==> src/rtl/leds_pkg.sv <==
// Shared definitions for the LED controller: register map, mode encoding,
// reset constants and the per-LED output equation.
package leds_pkg;

    localparam logic [1:0] LED_ADDR_DATA   = 2'd0;
    localparam logic [1:0] LED_ADDR_MODE   = 2'd1;
    localparam logic [1:0] LED_ADDR_PERIOD = 2'd2;
    localparam logic [1:0] LED_ADDR_DUTY   = 2'd3;

    localparam int unsigned LED_DEF_N_LEDS   = 16;
    localparam int unsigned LED_DEF_BLINK_W  = 24;
    localparam int unsigned LED_DEF_PWM_BITS = 8;

    // Phase after reset or a PERIOD write, and the phase held while PERIOD is 0.
    localparam logic LED_PHASE_RST      = 1'b0;
    localparam logic LED_PHASE_NOPERIOD = 1'b1;

    typedef enum logic {
        LED_STATIC = 1'b0,
        LED_BLINK  = 1'b1
    } led_mode_e;

    // Drive level of one LED from its on bit, mode, blink phase and PWM gate.
    function automatic logic led_out_bit(input logic on, input led_mode_e mode,
                                         input logic phase, input logic pwm_on);
        return on & ((mode == LED_BLINK) ? phase : 1'b1) & pwm_on;
    endfunction

endpackage

==> src/rtl/led_pwm_gen.sv <==
// Global PWM dimming gate: free-running counter compared against the duty value.
// A duty of all-ones is treated as fully on; a duty of zero is fully off.
module led_pwm_gen #(
    parameter int unsigned PWM_BITS = 8
) (
    input  logic                clk_i,
    input  logic                rst,
    input  logic [PWM_BITS-1:0] duty_i,
    output logic                pwm_on_o
);

    logic [PWM_BITS-1:0] cnt_q;

    // Free-running counter, wraps naturally at 2^PWM_BITS.
    always_ff @(posedge clk_i) begin
        if (!rst) begin
            cnt_q <= '0;
        end else begin
            cnt_q <= cnt_q + PWM_BITS'(1);
        end
    end

    // Combinational gate; the top registers it together with the LED outputs.
    assign pwm_on_o = (cnt_q < duty_i) | (duty_i == '1);

endmodule

==> src/rtl/leds_ctrl_pwm.sv <==
// Memory-mapped LED peripheral: per-LED on/off, per-LED blink and global PWM dimming.
// Optional feature macro: LEDS_PWM_EN (adds DUTY register and PWM generator).
module leds_ctrl_pwm
    import leds_pkg::*;
#(
    parameter int unsigned N_LEDS   = LED_DEF_N_LEDS,
    parameter int unsigned BLINK_W  = LED_DEF_BLINK_W,
    parameter int unsigned PWM_BITS = LED_DEF_PWM_BITS
) (
    input  logic              clk_i,
    input  logic              rst,
    input  logic [1:0]        addr_i,
    input  logic              we_i,
    input  logic [31:0]       data_i,
    output logic [31:0]       rdata_o,
    output logic [N_LEDS-1:0] leds_o
);

    logic [N_LEDS-1:0]  data_q;
    logic [N_LEDS-1:0]  mode_q;
    logic [BLINK_W-1:0] period_q;
    logic [BLINK_W-1:0] blink_cnt_q;
    logic [BLINK_W-1:0] blink_cnt_d;
    logic               phase_q;
    logic               phase_d;
    logic               period_wr_c;
    logic               pwm_on_c;
    logic [31:0]        rdata_d;
    logic [N_LEDS-1:0]  leds_d;
    logic               unused_c;

    // Upper write-data bits beyond each register's width are intentionally dropped.
    assign unused_c    = ^{data_i, {PWM_BITS{1'b0}}};
    assign period_wr_c = we_i & (addr_i == LED_ADDR_PERIOD);

    // Register bank writes; reset has priority over a concurrent write.
    always_ff @(posedge clk_i) begin
        if (!rst) begin
            data_q   <= '0;
            mode_q   <= '0;
            period_q <= '0;
        end else if (we_i) begin
            case (addr_i)
                LED_ADDR_DATA:   data_q   <= data_i[N_LEDS-1:0];
                LED_ADDR_MODE:   mode_q   <= data_i[N_LEDS-1:0];
                LED_ADDR_PERIOD: period_q <= data_i[BLINK_W-1:0];
                default: ;
            endcase
        end
    end

`ifdef LEDS_PWM_EN
    logic [PWM_BITS-1:0] duty_q;

    // DUTY register, reset to fully on.
    always_ff @(posedge clk_i) begin
        if (!rst) begin
            duty_q <= '1;
        end else if (we_i && (addr_i == LED_ADDR_DUTY)) begin
            duty_q <= data_i[PWM_BITS-1:0];
        end
    end

    led_pwm_gen #(
        .PWM_BITS (PWM_BITS)
    ) u_pwm (
        .clk_i    (clk_i),
        .rst      (rst),
        .duty_i   (duty_q),
        .pwm_on_o (pwm_on_c)
    );
`else
    assign pwm_on_c = 1'b1;
`endif

    // Blink counter and phase next-state; a PERIOD write restarts the blink cycle.
    always_comb begin
        blink_cnt_d = blink_cnt_q;
        phase_d     = phase_q;
        if (period_wr_c) begin
            blink_cnt_d = '0;
            phase_d     = LED_PHASE_RST;
        end else if (period_q == '0) begin
            blink_cnt_d = '0;
            phase_d     = LED_PHASE_NOPERIOD;
        end else if (blink_cnt_q == (period_q - BLINK_W'(1))) begin
            blink_cnt_d = '0;
            phase_d     = ~phase_q;
        end else begin
            blink_cnt_d = blink_cnt_q + BLINK_W'(1);
        end
    end

    // Blink state register.
    always_ff @(posedge clk_i) begin
        if (!rst) begin
            blink_cnt_q <= '0;
            phase_q     <= LED_PHASE_RST;
        end else begin
            blink_cnt_q <= blink_cnt_d;
            phase_q     <= phase_d;
        end
    end

    // Read mux from pre-write register values, so same-address writes read old data.
    always_comb begin
        rdata_d = '0;
        case (addr_i)
            LED_ADDR_DATA:   rdata_d = 32'(data_q);
            LED_ADDR_MODE:   rdata_d = 32'(mode_q);
            LED_ADDR_PERIOD: rdata_d = 32'(period_q);
`ifdef LEDS_PWM_EN
            LED_ADDR_DUTY:   rdata_d = 32'(duty_q);
`endif
            default:         rdata_d = '0;
        endcase
    end

    // Per-LED drive from registers, blink phase and PWM gate.
    always_comb begin
        leds_d = '0;
        for (int i = 0; i < int'(N_LEDS); i++) begin
            leds_d[i] = led_out_bit(data_q[i], led_mode_e'(mode_q[i]), phase_q, pwm_on_c);
        end
    end

    // Output registers for read data and LED pins.
    always_ff @(posedge clk_i) begin
        if (!rst) begin
            rdata_o <= '0;
            leds_o  <= '0;
        end else begin
            rdata_o <= rdata_d;
            leds_o  <= leds_d;
        end
    end

endmodule

==> config.mk <==
export PLATFORM = sky130hd
export DESIGN_NAME = leds_ctrl_pwm
export DESIGN_NICKNAME = d
export VERILOG_FILES = /design/src/rtl/leds_pkg.sv /design/src/rtl/led_pwm_gen.sv /design/src/rtl/leds_ctrl_pwm.sv
export SDC_FILE = /design/constraint.sdc
export NUM_CORES = 1
export LEC_CHECK = 0
export ABC_AREA = 1
export CAP_MARGIN = 20
export CORE_MARGIN = 4
export CORE_UTILIZATION = 45
export CTS_BUF_LIST = sky130_fd_sc_hd__clkbuf_8
export DETAILED_ROUTE_END_ITERATION = 7
export MAX_ROUTING_LAYER = met4
export PLACE_DENSITY = 0.69
export SETUP_SLACK_MARGIN = 0.5
export SLEW_MARGIN = 10
export SYNTH_ARGS = -nofsm -noshare
export SYNTH_HDL_FRONTEND = slang
export SYNTH_HIERARCHICAL = 1
export SYNTH_SLANG_ARGS = --single-unit
==> constraint.sdc <==
create_clock -name clk_i -period 1.8 [get_ports clk_i]
set_input_delay 0.18 -clock clk_i [delete_from_list [all_inputs] [get_ports clk_i]]
set_output_delay 0.18 -clock clk_i [all_outputs]
set_load 0.02 [all_outputs]
After elaboration in Yosys (flattened, before gate mapping)
Cells that the tools add are included.
- output and inout bits: 48
- memory bits (read-only): 0
- memories: 0
- logic and storage cells: 58
- bits in registers: 129
- RAM bits: 0
- latch bits: 0
- reduce and logical (&&, ||, !) cells: 8
- multiplexer cells: 19
- bitwise logic cells: 19
- $mul: 0
- add/subtract/negate cells: 2
- div/mod/pow operators: 0
- order comparisons: 0
- shift-type cells: 0
- eq/ne operators: 3
- operators with widths (kind ; count):
    $pmux 24 s3 ; 1
    $add 24x1->24 const B ; 1
    $eq 24x24->1 ; 1
    $logic_not 24->1 ; 1
    $sub 24x1->24 const B ; 1
    $mux 1 ; 18
    $and 1x1->1 ; 17
    $reduce_and 2->1 ; 3
    $reduce_or 4->1 ; 1
    $eq 2x1->1 const B ; 1
    $eq 2x2->1 const B ; 1
    $logic_not 2->1 ; 1
    $not 1->1 ; 2
    $reduce_bool 2->1 ; 1
    $reduce_or 2->1 ; 1

Logic depth before layout (Yosys ltp)
- depth after elaboration: 4
- mapped depth: 17
- depth with buffers taken out: 17

Least setup slack after synthesis
No wires, ideal clock.
- path type: reg2reg
- from: register period_q[0]
- to: register blink_cnt_q[7]
- path buffers: 1
- period minus slack after synthesis: 1.949 ns
- arrival time: 1.830 ns
- path slack: -0.149 ns
- cell stages (with the launch flop): 17
- setup time: 0.119 ns
- cell sequence: dfxtp_1 > inv_1 > ha_1 > nand2_2 > nor2_4 > nand2_4 > nor2_2 > nand3b_1 > nand2_1 > nand2_1 > inv_1 > nand2_1 > nor2_1 > nand2_2 > nand4_4 > buf_6 > nor2_2
- cells in the longest elaborated chain, start to end: 3
- elaborated cells between the ends (all ways): 4
- classes of those cells: 1 x add/sub; 1 x eq/ne; 2 x reduce/logical
- RTL lines (element ; RTL line ; RTL):
    start: declaration ; leds_ctrl_pwm.sv:21 ; logic [BLINK_W-1:0] period_q;
    start signal: assignment ; leds_ctrl_pwm.sv:46 ; LED_ADDR_PERIOD: period_q <= data_i[BLINK_W-1:0];
    $sub 24x1->24 ; leds_ctrl_pwm.sv:86 ; end else if (blink_cnt_q == (period_q - BLINK_W'(1))) begin
    $eq 24x24->1 ; leds_ctrl_pwm.sv:86 ;
    $reduce_or 4->1 (no source line) (*) ; n/a ;
    end signal: assignment ; leds_ctrl_pwm.sv:100 ; blink_cnt_q <= blink_cnt_d;
    end: declaration ; leds_ctrl_pwm.sv:22 ; logic [BLINK_W-1:0] blink_cnt_q;
Every way passes the cells marked *; elsewhere a longest branch is shown, timed or not.
A chain may end at the register's enable or synchronous reset.

Worst setup path after layout
- from: register period_q[1]
- to: register blink_cnt_q[2]
Same word-level chain as after synthesis.

==> run metrics <==
status complete, but fails checks; violated checks setup timing; Internal Power 4.88 mW; via count 5503; Synth Register Bits 121; DRT Pass-1 Iters 5; Longest Clk Path Bufs 2; first-pass GRT wire length 24600 µm; CP Cell Sequence inv_4 > ha_4 > nand2_4 > nor2_4 > nand2_4 > nor2_4 > nand3b_1 > nand2_1 > nand2_1 > inv_1 > nand2_1 > nor2_2 > nand2_2 > nand4_4 > buf_12 > nor2_2; Area Overhead vs Synth 35.0%; Core ar. 12200 µm²; Max VDD drop 0.000893 V; average size of a mapped cell 7.30 µm²; leading cell type in the layout, fill and taps excluded nand2_1; Initial Util 46.4%; Comb power frac 17.5%; Crit Path Max Fanout 12; I/O pin total 85; cell mode on critical path nand2_1; sequential area share after synthesis 43.0%; antenna cell count 0; multi-input combinational cell area 2820 µm²; Fillers 1107; Async SR Flop Fraction 0%; EDFF count, synth 0; sw power 1.82 mW; die outline width 120 µm; post-synthesis instance area 5640 µm²; layout cells sized above 1 20.8%; die area 14400 µm²; Sw Ratio 27.2%; Buffers on Ports 68; # nets final 951; Worst slew margin 36.1%; pin count of the biggest net entering global routing 72; cell with the largest stage delay on the worst path dfxtp_2; Row Count 40; hold buffer count at CTS 0; WP data required 2.12 ns; Tot GR Track Use 21.7%; Final Hold Viols 0; number of max-cap violations 0; Clock transition at path regs 0.07 ns; max incr delay on CP 0.33 ns; GP Congestion 0.886; CTS Buf Count 17; WL final 15200 µm; post-route ant nets 0; most frequent cells in the layout nand2_1 (120), dfxtp_1 (114), inv_1 (105), nor2_1 (83); htree depth 4; power density over the cells 881 nW/µm²; Hold Crit Class input port to flop; initial antenna violation count 0; # setup viols final 25; clk sinks 121; clock power share 40.1%; initial DRC count 270; post-place setup slack -0.232 ns; Final Util 62.6%; Final Max Slew Viols 0; Post-Syn Instances 772; fmax 0.507 GHz; synth unique cells 33; Final HPWL DP 11200 µm; Worst-Skew Late Latency 0.44 ns; Seq. cell area 2430 µm²; Layout Skew 0.00766 ns; CP Launch Type flop; routed len/inst 13.9 µm; die height 120 µm; Remaining DRCs 0; CP Capture Type flop; via/cell ratio 5.04; CTS tree done; GR Overflow Total 0; critical path type flop to flop; final setup margin -0.172 ns; RSZ-0062 raised after global routing true; period utilisation layout 110%; top_reg_cell synth dfxtp_1; CTS root buf clkbuf_8; Worst Tran Pin Value 0.957 ns; Lkg Pwr 3.37 nW; vias in the first global route 5341; Flop pwr share 42.4%; number of synthesis warnings 6; min cycle time layout 1.97 ns; Crit path arrival time 2.30 ns
cells by family after synthesis:
| group | synth area share (%) |
|---|---|
| and+or+nand+nor | 26.5 |
| adders and majority gates | 0.666 |
| xor gates and xnor gates | 5.99 |
| buffers and inverters | 10.3 |
| DFF | 43.0 |
| other | 0.0665 |
| AOI/OAI and AO/OA | 13.5 |
flip-flops by register name, summed over array words and instances, names as in the netlist:
register     cells
blink_cnt_q     24
data_q          16
leds_o          16
mode_q          16
period_q        24
phase_q          1
rdata_o         24
power groups by stage:
stage / Sequential (mW) / Combinational (mW) / Clock (mW)
2_1_floorplan: 2.92 / 0.664 / 0
3_3_place_gp: 2.89 / 1.10 / 0
3_5_place_dp: 2.90 / 1.12 / 0
4_1_cts: 2.84 / 1.14 / 2.73
5_1_grt: 2.86 / 1.30 / 2.87
6_report: 2.85 / 1.17 / 2.69
worst max-delay path: cells and delay by family (launching register included):
| family | cells | cell delay (ns) |
|---|---|---|
| AND/OR/NAND/NOR | 12 | 1.08 |
| flip-flops | 1 | 0.33 |
| buffers and inverters | 3 | 0.29 |
| adder cells (fa/ha/maj) | 1 | 0.15 |
metrics by stage:
step	std cells	TNS (ns)	power (mW)	hold slack, ns	area (µm²)
5_1_grt	1092	-6.31	7.03	0.0843	7610
3_5_place_dp	1056	-5.50	4.02	0.459	7020
4_1_cts	1090	-3.65	6.71	0.0881	7470
6_report	1092	-3.87	6.71	0.104	7610
2_1_floorplan	779	-0.0588	3.58	0.347	5700
3_3_place_gp	1056	-4.83	3.99	0.455	7020
worst paths after layout:
| check | from | end | slack (ns) | cells past startpoint |
|---|---|---|---|---|
| max reg2reg | period_q[1] | blink_cnt_q[2] | -0.17 | 16 |
| max | period_q[1] | blink_cnt_q[2] | -0.17 | 16 |
| min | rst | period_q[22] | 0.10 | 3 |
| min reg2reg | data_q[10] | leds_o[10] | 0.47 | 2 |
final cells by class:
class,instances,share of cell area [%]
flip-flops and latches,121,31.9
clock buffers,20,3.62
well taps,168,2.76
repair buffers,147,17.0
clock inverters,12,2.27
multi-input cells,516,37.0
inverters,108,5.39
what timing repair did:
item | CTS | global route
setup buffers | 1 | 2
endpoints found under the setup margin | 68 | 75
cloned | 1 | 0
pin swaps | 2 | 9
resized for setup | 51 | 70
synthesized netlist by cell type (all sizes together), types with 3 or more instances:
library cell | number | share of area (%)
nand2 | 129 | 8.9
o21ai | 79 | 7.0
o221ai | 14 | 2.2
nand3 | 35 | 3.3
a21oi | 43 | 3.8
nor4 | 6 | 1.0
dfxtp | 121 | 43
ha | 3 | 0.67
clkbuf | 19 | 1.3
xnor2 | 12 | 1.9
nor3 | 13 | 1.2
buf | 16 | 1.9
nand3b | 5 | 0.67
xor2 | 24 | 3.7
nor2 | 127 | 9.9
inv | 108 | 7.2
nand4 | 10 | 1.4
routing by layer:
| metal | vias up | GRT usage [%] | wire length [µm] | part of all wire [%] |
|---|---|---|---|---|
| met3 | 34 | 5.75 | 867 | 5.7 |
| met2 | 167 | 35.6 | 7370 | 49 |
| met4 | 0 | 8.16 | 409 | 2.7 |
| li1 | 2735 | - | - | - |
| met5 | - | - | 0 | 0 |
| met1 | 2567 | 25.6 | 6510 | 43 |
Power figures use the tool's default switching activity.
